[config.mk]
export PLATFORM = sky130hd
export DESIGN_NAME = wb_debug_master
export DESIGN_NICKNAME = d
export VERILOG_FILES = /design/src/rtl/wb_dbg_pkg.sv /design/src/rtl/wb_debug_master.sv
export SDC_FILE = /design/constraint.sdc
export NUM_CORES = 1
export LEC_CHECK = 0
export ABC_AREA = 0
export ABC_CLOCK_PERIOD_IN_PS = 2500
export BUFFER_PORTS_ARGS = -buffer_cell sky130_fd_sc_hd__buf_4
export CORE_AREA = 2 2 101 103
export CTS_BUF_LIST = sky130_fd_sc_hd__clkbuf_4 sky130_fd_sc_hd__clkbuf_8
export CTS_CLUSTER_DIAMETER = 120
export DETAILED_ROUTE_END_ITERATION = 10
export DIE_AREA = 0 0 103 105
export GPL_ROUTABILITY_DRIVEN = 0
export PLACE_DENSITY = 0.8
export SKIP_LAST_GASP = 1
export SLEW_MARGIN = 20
export SYNTH_ARGS = -nofsm -noshare
export SYNTH_HDL_FRONTEND = slang
export SYNTH_SLANG_ARGS = --single-unit
export TNS_END_PERCENT = 1
[constraint.sdc]
create_clock -name clk -period 2.5 [get_ports clk]
set_clock_uncertainty 0.15 [all_clocks]
set_input_delay 0 -clock clk [delete_from_list [all_inputs] [get_ports clk]]
set_output_delay 0 -clock clk [all_outputs]
set_load 0.01 [all_outputs]
[src/rtl/wb_dbg_pkg.sv]
// Shared constants and types for the byte-stream to Wishbone debug bridge.
package wb_dbg_pkg;

  // Host command opcodes
  localparam logic [7:0] OP_WR = 8'h57;  // 'W'
  localparam logic [7:0] OP_RD = 8'h52;  // 'R'

  // Response bytes returned to the host
  localparam logic [7:0] RSP_OK  = 8'h4B;  // 'K'
  localparam logic [7:0] RSP_ERR = 8'h45;  // 'E'
  localparam logic [7:0] RSP_BAD = 8'h3F;  // '?'

  // Only classic single cycles are issued
  localparam logic [2:0] CTI_CLASSIC = 3'b000;

  typedef enum logic [2:0] {
    S_IDLE,
    S_ADDR,
    S_DATA,
    S_BUS,
    S_RETRY,
    S_RESP,
    S_RDATA
  } state_t;

  function automatic logic is_known_op(input logic [7:0] op);
    return (op == OP_WR) || (op == OP_RD);
  endfunction

endpackage

[src/rtl/wb_debug_master.sv]
// Wishbone initiator driven by host command bytes; replies as a byte stream.
//
//  state   | meaning
//  --------+-----------------------------------------------------------
//  S_IDLE  | waiting for an opcode byte
//  S_ADDR  | collecting 4 address bytes, MSB first
//  S_DATA  | collecting 4 write-data bytes, MSB first (write only)
//  S_BUS   | CYC/STB asserted, waiting for ACK/ERR/RTY or timeout
//  S_RETRY | one idle cycle with CYC/STB low after RTY, then re-issue
//  S_RESP  | presenting the status byte ('K', 'E' or '?')
//  S_RDATA | presenting 4 read-data bytes, MSB first (read 'K' only)
module wb_debug_master
  import wb_dbg_pkg::*;
#(
  parameter int TIMEOUT_CYCLES = 1023,
  parameter int MAX_RETRY      = 3
) (
  input  logic        clk,
  input  logic        rst,
  input  logic [7:0]  rx_data,
  input  logic        rx_valid,
  output logic        rx_ready,
  output logic [7:0]  tx_data,
  output logic        tx_valid,
  input  logic        tx_ready,
  input  logic        ACK,
  input  logic        ERR,
  input  logic        RTY,
  output logic        STB,
  output logic        CYC,
  output logic [31:0] ADR,
  input  logic [31:0] DAT_I,
  output logic [31:0] DAT_O,
  output logic [2:0]  CTI_O,
  output logic        WE,
  output logic        busy
);

  localparam int TMO_W = $clog2(TIMEOUT_CYCLES + 1);
  localparam int RTY_W = (MAX_RETRY < 1) ? 1 : $clog2(MAX_RETRY + 1);

  // Loaded one short so the terminal count of zero lands on the last allowed cycle
  localparam logic [TMO_W-1:0] TMO_LOAD = TMO_W'(TIMEOUT_CYCLES - 1);
  localparam logic [RTY_W-1:0] RTY_MAX  = RTY_W'(MAX_RETRY);

  state_t            state_q, state_d;
  logic [1:0]        cnt_q;
  logic [31:0]       addr_q;
  logic [31:0]       data_q;
  logic [31:0]       rdata_q;
  logic              is_write_q;
  logic [7:0]        rsp_q;
  logic [RTY_W-1:0]  retry_q;
  logic [TMO_W-1:0]  tmo_q;

  logic rx_fire;
  logic tx_fire;

  assign rx_fire = rx_valid & rx_ready;
  assign tx_fire = tx_valid & tx_ready;

  assign ADR   = {addr_q[31:2], 2'b00};
  assign DAT_O = data_q;
  assign CTI_O = CTI_CLASSIC;

  // State register
  always_ff @(posedge clk) begin
    if (rst) state_q <= S_IDLE;
    else     state_q <= state_d;
  end

  // Next-state decode
  always_comb begin
    state_d = state_q;
    unique case (state_q)
      S_IDLE: begin
        if (rx_fire) state_d = is_known_op(rx_data) ? S_ADDR : S_RESP;
      end
      S_ADDR: begin
        if (rx_fire && cnt_q == 2'd3) state_d = is_write_q ? S_DATA : S_BUS;
      end
      S_DATA: begin
        if (rx_fire && cnt_q == 2'd3) state_d = S_BUS;
      end
      S_BUS: begin
        if (ERR || ACK)         state_d = S_RESP;
        else if (RTY)           state_d = (retry_q == RTY_MAX) ? S_RESP : S_RETRY;
        else if (tmo_q == '0)   state_d = S_RESP;
      end
      S_RETRY: state_d = S_BUS;
      S_RESP: begin
        if (tx_fire) state_d = (rsp_q == RSP_OK && !is_write_q) ? S_RDATA : S_IDLE;
      end
      S_RDATA: begin
        if (tx_fire && cnt_q == 2'd3) state_d = S_IDLE;
      end
      default: state_d = S_IDLE;
    endcase
  end

  // Handshake and bus outputs decoded from the current state
  always_comb begin
    rx_ready = 1'b0;
    tx_valid = 1'b0;
    tx_data  = 8'h00;
    STB      = 1'b0;
    CYC      = 1'b0;
    WE       = 1'b0;
    busy     = (state_q != S_IDLE);
    unique case (state_q)
      S_IDLE, S_ADDR, S_DATA: rx_ready = 1'b1;
      S_BUS: begin
        STB = 1'b1;
        CYC = 1'b1;
        WE  = is_write_q;
      end
      S_RESP: begin
        tx_valid = 1'b1;
        tx_data  = rsp_q;
      end
      S_RDATA: begin
        tx_valid = 1'b1;
        tx_data  = rdata_q[31:24];
      end
      default: ;
    endcase
  end

  // Datapath: shift registers, shared byte counter, retry and timeout counters
  always_ff @(posedge clk) begin
    if (rst) begin
      cnt_q      <= 2'd0;
      addr_q     <= 32'h0;
      data_q     <= 32'h0;
      rdata_q    <= 32'h0;
      is_write_q <= 1'b0;
      rsp_q      <= 8'h00;
      retry_q    <= '0;
      tmo_q      <= TMO_LOAD;
    end else begin
      // Timer reloads whenever the bus is not strobed, so every (re)issue starts fresh
      if (state_q != S_BUS) tmo_q <= TMO_LOAD;
      else                  tmo_q <= tmo_q - 1'b1;

      unique case (state_q)
        S_IDLE: begin
          cnt_q   <= 2'd0;
          retry_q <= '0;
          if (rx_fire) begin
            is_write_q <= (rx_data == OP_WR);
            if (!is_known_op(rx_data)) rsp_q <= RSP_BAD;
          end
        end
        S_ADDR: begin
          if (rx_fire) begin
            addr_q <= {addr_q[23:0], rx_data};
            cnt_q  <= cnt_q + 2'd1;
          end
        end
        S_DATA: begin
          if (rx_fire) begin
            data_q <= {data_q[23:0], rx_data};
            cnt_q  <= cnt_q + 2'd1;
          end
        end
        S_BUS: begin
          if (ERR) begin
            rsp_q <= RSP_ERR;
          end else if (ACK) begin
            rsp_q <= RSP_OK;
            if (!is_write_q) rdata_q <= DAT_I;
          end else if (RTY) begin
            if (retry_q == RTY_MAX) rsp_q <= RSP_ERR;
            else                    retry_q <= retry_q + 1'b1;
          end else if (tmo_q == '0) begin
            rsp_q <= RSP_ERR;
          end
        end
        S_RDATA: begin
          if (tx_fire) begin
            rdata_q <= {rdata_q[23:0], 8'h00};
            cnt_q   <= cnt_q + 2'd1;
          end
        end
        default: ;
      endcase
    end
  end

endmodule
Word level (Yosys, flattened, before mapping):

Cells that the tools add are included.

* output and inout bits: 81
* logic and storage cells: 106
* input port bits: 47
* bits in registers: 122

* eq/ne operators: 29
* bitwise operators: 2
* multiplexer cells: 39
* reductions and logical operators: 24
* $add $sub $neg: 3

Operator list (count)
* $mux W32: 4
* $pmux W32 S2: 1
* $mux W8: 7
* $pmux W8 S2: 2
* $mux W3: 10
* $ne A2 B2 Y1 const B: 13
* $eq A8 B7 Y1 const B: 3
* $pmux W3 S7: 1
* $reduce_and A5 Y1: 3
* $mux W2: 6
* $logic_not A10 Y1: 1
* $ne A5 B5 Y1 const B: 2
* $sub A10 B1 Y10 const B: 1
* $eq A3 B3 Y1 const B: 3
* $eq A3 B2 Y1 const B: 2
* $mux W1: 6
* $pmux W2 S3: 1
* $reduce_and A2 Y1: 3
* $reduce_and A6 Y1: 1
* $reduce_bool A3 Y1: 2
* $reduce_or A2 Y1: 3
* $add A2 B1 Y2 const B: 2
* $eq A2 B2 Y1 const B: 2
* $ne A4 B4 Y1 const B: 1
* 12 further kinds: 17

Depth between registers and ports, before layout:

Gate-level depths: netlist of run 1.

* depth after elaboration: 7
* gate-level depth with buffers: 9
* mapped depth without buffers: 7

Worst setup path after synthesis of run 1:

No wires, ideal clock.

* kind: flip-flop to flip-flop
* from: register tmo_q[0]
* to: register state_q[1]
* path buffers: 0
* clock period less this slack: 1.993 ns
* data arrival time: 1.773 ns
* stages on the path, launching flop included: 8
* setup slack: 0.507 ns
* path through: dfxtp_1 > inv_1 > ha_1 > nor3b_2 > o2111ai_2 > a32oi_2 > mux2_1 > a21oi_1

* word-level cells in the longest chain between the ends: 3

RTL lines
* start, declared: RTL line wb_debug_master.sv:54 `logic [TMO_W-1:0] tmo_q;`
* start signal, assigned: RTL line wb_debug_master.sv:143 `else tmo_q <= tmo_q - 1'b1;`
* $logic_not A10 Y1: RTL line wb_debug_master.sv:88 `else if (tmo_q == '0) state_d = S_RESP;`
* $ne A4 B4 Y1 (no line)
* $reduce_and A6 Y1 (no line)
* end signal, assigned: RTL line wb_debug_master.sv:69 `else state_q <= state_d;`
* end, declared: RTL line wb_debug_master.sv:46 `state_t state_q, state_d;`

No other way between the ends.
A chain may end at the register's enable or synchronous reset.

Worst setup path in the final report of run 1:

* from: register state_q[0]
* to: register rdata_q[8]

* word-level cells in the longest chain between the ends: 6
* elaborated cells between the ends (all ways): 13
* those cells by class: eq/ne: 7; mux: 2; bitwise: 1; reduce/logical: 3

RTL lines
* $eq A3 B3 Y1, on equally long branches: RTL line wb_debug_master.sv:110, wb_debug_master.sv:145
* $reduce_or A2 Y1 (no line)
* $mux W1: RTL line wb_debug_master.sv:110 `unique case (state_q)`
* $and A1 B1 Y1: RTL line wb_debug_master.sv:60 `assign tx_fire = tx_valid & tx_ready;`
* $ne A2 B2 Y1 (no line)
* $reduce_and A5 Y1 (no line)
* end signal, assigned: RTL line wb_debug_master.sv:181 `rdata_q <= {rdata_q[23:0], 8'h00};`
* end, declared: RTL line wb_debug_master.sv:50 `logic [31:0] rdata_q;`

Several ways; a longest one is shown, not always the timed one.

==> reports/summary.txt, run 1 <==
Outcome: complete, no violations
Post-route worst hold slack: 0.139 ns
Total leakage power: 2.65 nW
Post-layout net count: 822
Syn. warnings: 0
Count of fill cells added during filler insertion: 762
Post-synthesis async set-or-reset flop share: 0%
Simple-gate portion of the synthesized area: 25.6%
PortBufs: 122
Worst voltage drop across the vdd grid: 0.505 mV
Cell taking the most area after synthesis: dfxtp_1
Overall fraction of global-route tracks in use: 24.1%
Dpl cell area: 5950 um^2
Tmin final: 2.23 ns
Adder-cell area share of the yosys netlist: 0.911%
Kind of start point of the critical path: register
Final hold viol count: 0
Buffer cell driving the clock tree root: clkbuf_8
Post-detailed-route via-to-cell ratio: 5.31
Top cells by area in the synthesized netlist: dfxtp_1 (46%), nand2_1 (12%), a21oi_1 (8.0%)
Share of cells above drive strength 1: 22.8%
Reg2reg path depth: 6
Min-Delay Startpoint: RTY
Drt first pass iters: 5
Power Dens Cells: 770 nW/um^2
Hold WC Path Type: in2reg
Clk slew on worst S/H paths: 0.06 ns
Floorplan core area: 9640 um^2
Portion of the post-synthesis area used by sequential elements: 45.7%
Initial core utilization: 54.1%
Critical Path Start: state_q[0]$_SDFFE_PP0P_
Combinational family with the most area after synthesis: simple AND/OR/NAND/NOR gates
Netlist area before placement: 5220 um^2
Synth cell types: 51
Mux cell area share after synthesis: 1.01%
Largest fanout of any net on the critical path: 64
Chip width: 103 um
Start-to-end type of the worst setup path: reg2reg
Clock tree from TritonCTS: done
Transition time at the pin with the least slew margin: 0.607 ns
Compound-cell area share of the yosys netlist: 16.4%
Max-cap violations: 0
Setup-failing EPs final: 0
Slew Limit Headroom: 59.0%
Launching point of the worst reg2reg path: state_q[0]$_SDFFE_PP0P_
Required time of the critical path: 2.65 ns
Inserted Clock Buffers: 17
Peak clock frequency supported by timing: 448 MHz
Most used flip-flop cell after synthesis: dfxtp_1
Number of antenna violations at the first check in global routing: 0
Share of the clock period used by the worst path: 89.3%
Remaining antenna violation count after routing: 0
Global-route wire length before repair: 21.0 mm
Boundary Pins: 128
Final std cell area, no fill: 6740 um^2
Final worst setup slack: 0.267 ns
CTS sink count: 119
Total number of H-tree levels: 4
Endpoint arrival time on the critical path: 2.38 ns
Die Outline Area: 10800 um^2
Post-detailed-routing wire length: 13.0 mm
Clk_lat worst skew: 0.41 ns
Reg-to-reg critical path endpoint: rdata_q[8]$_SDFFE_PP0P_
Count of pins over their slew limit: 0
Total DRC errors in the routed layout: 0
Largest net degree at the start of global routing: 68
Post-synthesis register bit count: 119
Share of Yosys cell area claimed by the top area cell type: 45.7%
Number of buffers on the longest clock path: 2
EDFF count, synth: 0
Core Rows: 36
Gate Count Post-Synth: 655
Place WS: 0.320 ns
Routed len/inst: 14.2 um
Setup total negative slack: 0 ns
Die Y: 105 um
Unrepaired setup endpoints after global routing: false
Initial DRC Count: 244
Post-detailed-placement half-perimeter wirelength: 8.13 mm
Total global routing overflow: 0
Xor and xnor fraction of the mapped netlist area: 0.840%
Relative area change from synthesis to final layout: 29.3%
Total via count after detailed routing: 4855
Average instance area after synthesis: 7.96 um^2
Kind of end point of the critical path: register
Termination of the worst setup path: rdata_q[8]$_SDFFE_PP0P_
Vias in the first global route: 4484
Slack of the worst reg-to-reg path: 0.27 ns
Antenna cell count: 0
-- routing by layer --
layer	track usage (%)	up-vias	wire length, um
met5	0	-	0
met4	7.42	0	142
met3	5.08	16	750
met2	39.7	181	6400
met1	31.4	2248	5700
li1	-	2410	-
-- critical path, cell delays in order, from the launching register on --
cell and delay (ns):
dfxtp_1 0.69, nand3b_2 0.27, nand2_1 0.13, o211a_1 0.20, buf_12 0.25, nor2_1 0.09
a311oi_1 0.32
-- per-stage QoR --
step | utilization, % | cells | power, mW
2_1_floorplan | - | 659 | 3.30
3_3_place_gp | 61.8 | 840 | 3.63
3_5_place_dp | 61.8 | 840 | 3.68
4_1_cts | 70.0 | 914 | 5.20
5_1_grt | 70.0 | 914 | 5.49
6_report | 70.0 | 914 | 5.19
-- logic make-up (layout without fill, tap and decap cells) --
group / after synthesis / after routing
and+or+nand+nor: 293 / 293
AOI/OAI and AO/OA: 137 / 137
DFF: 119 / 119
buffers and inverters: 91 / 213
xor gates and xnor gates: 5 / 5
muxes: 5 / 5
adders and majority gates: 4 / 4
other: 1 / 5
-- state kept, by name, indices dropped and copies added, names as in the netlist --
register / cells
is_write_q: 1
DAT_O: 32
tmo_q: 10
state_q: 3
retry_q: 2
rsp_q: 5
rdata_q: 32
addr_q: 32
cnt_q: 2
-- cells in the mapped netlist (all sizes together), types with 5 or more instances --
cell type    n
nor2        39
dfxtp      119
nand2b      10
nor2b        8
inv          7
o21ai        8
and3         5
nand2      167
nand3       36
buf         52
a311oi      27
clkbuf      32
nor3         6
a21oi       84
-- worst min-delay path by stage --
stage	to	slack, ns	cells past startpoint
floorplan	addr_q[0]$_SDFFE_PP0P_	-0.01	2
global placement	DAT_O[5]$_SDFFE_PP0P_	0.12	3
detailed placement	DAT_O[5]$_SDFFE_PP0P_	0.13	3
CTS	retry_q[0]$_SDFFE_PP0P_	0.11	5
global route	retry_q[0]$_SDFFE_PP0P_	0.16	5
finish	retry_q[0]$_SDFFE_PP0P_	0.14	5
-- power breakdown --
part	switching (mW)	internal, mW	total, mW
combinational	0.824	0.585	1.41
sequential	0.200	2.12	2.32
clock	0.680	0.782	1.46
-- what timing repair did --
item | in CTS | in global routing
hold buffers | 46 | 0
hold endpoints to repair | 62 | 0
buffers inserted | 0 | 0
resized for setup | 0 | 0
-- layout by cell type, fill, tap and decap left out, types with 2 or more instances in the layout --
cell,count
nand2_1,167
buf_4,130
dfxtp_1,119
a21oi_1,83
dlygate4sd3_1,46
nor2_1,39
nand3_1,36
a311oi_1,27
clkbuf_8,21
nand2b_1,10
o21ai_0,8
nor2b_1,7
inv_1,5
and3_1,5
conb_1,5
clkinv_2,5
and2_1,4
a22oi_1,4
xnor2_1,4
nor3_1,4
a31o_2,3
mux2i_1,3
ha_1,3
inv_2,2
a21boi_0,2
or4_4,2
nor4bb_1,2
mux2_1,2
nand3b_1,2
nor3b_1,2
a31oi_1,2
clkbuf_4,2
buf_12,2
-- cell type report --
class                           count  area (um^2)  share of cell area, %
Sequential cell                   119         2380                   35.3
Multi-Input combinational cell    449         2360                   35.0
Timing Repair Buffer              178         1480                   21.9
Clock buffer                       23          304                   4.51
Tap cell                          133          166                   2.47
Inverter                            7         26.3                  0.390
Clock inverter                      5         25.0                  0.371
(Power assumes the default switching activity.)
==> run 2: changes to the inputs <==
Settings changed: BUFFER_PORTS_ARGS -buffer_cell sky130_fd_sc_hd__buf_4 to default, CORE_AREA 2 2 101 103 to 2 2 118 120, DIE_AREA 0 0 103 105 to 0 0 120 122, DONT_BUFFER_PORTS from default to 1, PLACE_DENSITY 0.8 to default.
==> run 2 against run 1 <==
Register-to-register slack lost 0.09 ns; total power grew 8.0%; global-route usage shrank 6.5 points; fmax shrank 3.9%; hold slack lost 0.085 ns; critical path depth grew 1; non-clock buffer count shrank 114; cell count shrank 6.9%; routed wire length shrank 0.92%; first-iteration DRC count grew 11%; count of clock-buffer cells in the layout grew 1; worst setup slack lost 0.091 ns.
==> reports/summary.txt, run 2 (synthesized netlist as in run 1, its figures left out) <==
Outcome: complete, no violations (unchanged)
Overall fraction of global-route tracks in use: 17.6% (was 24.1%)
Required time of the critical path: 2.68 ns (was 2.65 ns)
Clock Power Share: 35.3% (was 28.2%)
Reg-to-reg critical path endpoint: rsp_q[0]$_SDFFE_PP0P_ (was rdata_q[8]$_SDFFE_PP0P_)
Post-detailed-placement half-perimeter wirelength: 8.18 mm (was 8.13 mm)
Termination of the worst setup path: rsp_q[0]$_SDFFE_PP0P_ (was rdata_q[8]$_SDFFE_PP0P_)
Total number of H-tree levels: 4 (unchanged)
Kind of start point of the critical path: register (unchanged)
Inserted Clock Buffers: 17 (unchanged)
Clk slew on worst S/H paths: 0.07 ns (was 0.06 ns)
Cell internal power dissipation: 3.84 mW (was 3.49 mW)
Clock tree from TritonCTS: done (unchanged)
Most common library cell in the layout ignoring fill and taps: nand2_1 (unchanged)
Boundary Pins: 128 (unchanged)
Reg2reg path depth: 7 (was 6)
Initial core utilization: 38.6% (was 54.1%)
Clk_lat worst skew: 0.44 ns (was 0.41 ns)
Routed len/inst: 15.1 um (was 14.2 um)
Utilization of the core after routing: 45.2% (was 70.0%)
Drt first pass iters: 5 (unchanged)
CTS sink count: 119 (unchanged)
Count of pins over their slew limit: 0 (unchanged)
Max-cap violations: 0 (unchanged)
Non-filler cells, final: 851 (was 914)
PortBufs: 0 (was 122)
Post-layout net count: 708 (was 822)
Antenna cell count: 0 (unchanged)
Switching power as a share of total power: 31.4% (was 32.8%)
Slack of the worst reg-to-reg path: 0.18 ns (was 0.27 ns)
Die Outline Area: 14600 um^2 (was 10800 um^2)
Final hold viol count: 0 (unchanged)
Fraction of power consumed by combinational cells: 23.2% (was 27.2%)
Commonest cells after routing, fill and taps aside: nand2_1 (167), dfxtp_1 (117), a21oi_1 (82) (was nand2_1 (167), buf_4 (130), dfxtp_1 (119))
Die Y: 122 um (was 105 um)
Switching power: 1.76 mW (was 1.70 mW)
Remaining antenna violation count after routing: 0 (unchanged)
Initial DRC Count: 272 (was 244)
Reg power frac: 41.5% (was 44.7%)
Cell type group with the largest total delay on the critical path: buffers and inverters (was flip-flops)
Core Rows: 43 (was 36)
Number of antenna violations at the first check in global routing: 0 (unchanged)
Largest net degree at the start of global routing: 112 (was 68)
Buffer and inverter count on the worst path: 2 (was 1)
Endpoint arrival time on the critical path: 2.50 ns (was 2.38 ns)
Buffer cell driving the clock tree root: clkbuf_8 (unchanged)
Vias in the first global route: 4179 (was 4484)
Overall power: 5.60 mW (was 5.19 mW)
Unrepaired setup endpoints after global routing: false (unchanged)
Setup total negative slack: 0 ns (unchanged)
Worst voltage drop across the vdd grid: 0.495 mV (was 0.505 mV)
Total leakage power: 2.14 nW (was 2.65 nW)
Largest fanout of any net on the critical path: 9 (was 64)
Global-route wire length before repair: 20.4 mm (was 21.0 mm)
Levels on crit path: 7 (was 6)
Cell Count Post-Placement: 766 (was 840)
Kind of end point of the critical path: register (unchanged)
Power Dens Cells: 918 nW/um^2 (was 770 nW/um^2)
Share of the clock period used by the worst path: 93.0% (was 89.3%)
Post-detailed-routing wire length: 12.9 mm (was 13.0 mm)
Dpl cell area: 5090 um^2 (was 5950 um^2)
Critical Path Start: state_q[0]$_SDFFE_PP0P_ (unchanged)
Tmin final: 2.32 ns (was 2.23 ns)
Share of cells above drive strength 1: 10.1% (was 22.8%)
Peak clock frequency supported by timing: 430 MHz (was 448 MHz)
Total global routing overflow: 0 (unchanged)
Launching point of the worst reg2reg path: state_q[0]$_SDFFE_PP0P_ (unchanged)
Relative area change from synthesis to final layout: 16.9% (was 29.3%)
Floorplan core area: 13500 um^2 (was 9640 um^2)
Total DRC errors in the routed layout: 0 (unchanged)
Total via count after detailed routing: 4491 (was 4855)
Post-detailed-route via-to-cell ratio: 5.28 (was 5.31)
Final std cell area, no fill: 6100 um^2 (was 6740 um^2)
Start-to-end type of the worst setup path: reg2reg (unchanged)
Number of buffers on the longest clock path: 2 (unchanged)
Cell chain of the critical path: nand3b_2, inv_2, and2_1, a21oi_2, a21oi_1, nor2_1, dlygate4sd3_1 (was nand3b_2, nand2_1, o211a_1, buf_12, nor2_1, a311oi_1)
Hold WC Path Type: in2reg (unchanged)
Chip width: 120 um (was 103 um)
Maximum cell stage delay along the critical path: 0.57 ns (was 0.69 ns)
Transition time at the pin with the least slew margin: 0.623 ns (was 0.607 ns)
Worst path slowest cell: dlygate4sd3_1 (was dfxtp_1)
Setup-failing EPs final: 0 (unchanged)
Slew Limit Headroom: 57.9% (was 59.0%)
==> run 2: changes by cell type in the layout (fill, tap and decap cells not counted), moves of 2 or more <==
cell           previous run  this run
dfxtp_1                 119       117
bufinv_16                 0         4
buf_4                   130        13
dfxtp_2                   0         2
dlygate4sd3_1            46        49
clkinv_2                  5         3
==> run 2: what timing repair did <==
| item | CTS | global route |
|---|---|---|
| setup buffers | 0 | 3 |
| hold buffers | 50 | 0 |
| resized for setup | 0 | 4 |
| hold endpoints to repair | 119 | 0 |
| setup endpoints to repair | 0 | 1 |
==> run 2: layout make-up <==
class,instances,area [um^2]
tap,180,225
sequential,119,2380
multi-input combinational,449,2370
timing repair buffer,64,636
inverter,7,26.3
fill,1334,7400
clock buffer,24,312
clock inverter,8,143
==> run 2: worst min path at each step <==
| stage | from | end | slack [ns] | cells after the start |
|---|---|---|---|---|
| global placement | rst | retry_q[1]$_SDFFE_PP0P_ | -0.07 | 1 |
| CTS | ERR | retry_q[1]$_SDFFE_PP0P_ | 0.01 | 5 |
| finish | ERR | retry_q[1]$_SDFFE_PP0P_ | 0.05 | 5 |
| global route | ERR | retry_q[1]$_SDFFE_PP0P_ | 0.09 | 5 |
| floorplan | rx_data[0] | addr_q[0]$_SDFFE_PP0P_ | -0.01 | 2 |
| detailed placement | rst | retry_q[0]$_SDFFE_PP0P_ | -0.07 | 1 |
==> run 2: power groups by stage <==
stage	logic, mW	registers [mW]	clock network, mW
after CTS	1.28	2.32	2.02
final	1.30	2.33	1.98
after detailed placement	1.16	2.36	0
after global placement	1.13	2.35	0
after global routing	1.45	2.35	2.12
after floorplan	1.04	2.26	0
==> run 2: layer usage <==
metal | track usage (%) | wire length, um | vias to the layer above
li1 | - | - | 2189
met1 | 21.1 | 5590 | 2129
met2 | 27.6 | 5990 | 149
met3 | 6.84 | 985 | 24
met4 | 8.68 | 299 | 0
met5 | 0 | 0 | -
==> run 2: worst reg2reg max path: cells and delay by family (launching register included) <==
family | cells | cell delay, ns
AO/OA/AOI/OAI | 2 | 0.22
buffers and inverters | 2 | 0.81
flip-flops | 1 | 0.52
AND/OR/NAND/NOR | 3 | 0.52
==> run 2: metrics by stage <==
| stage | hold slack, ns | setup WS [ns] |
|---|---|---|
| 2_1_floorplan | -0.0140 | 0.507 |
| 3_3_place_gp | -0.0679 | 0.381 |
| 3_5_place_dp | -0.0679 | 0.331 |
| 4_1_cts | 0.0148 | 0.106 |
| 5_1_grt | 0.0859 | 0.0297 |
| 6_report | 0.0535 | 0.176 |
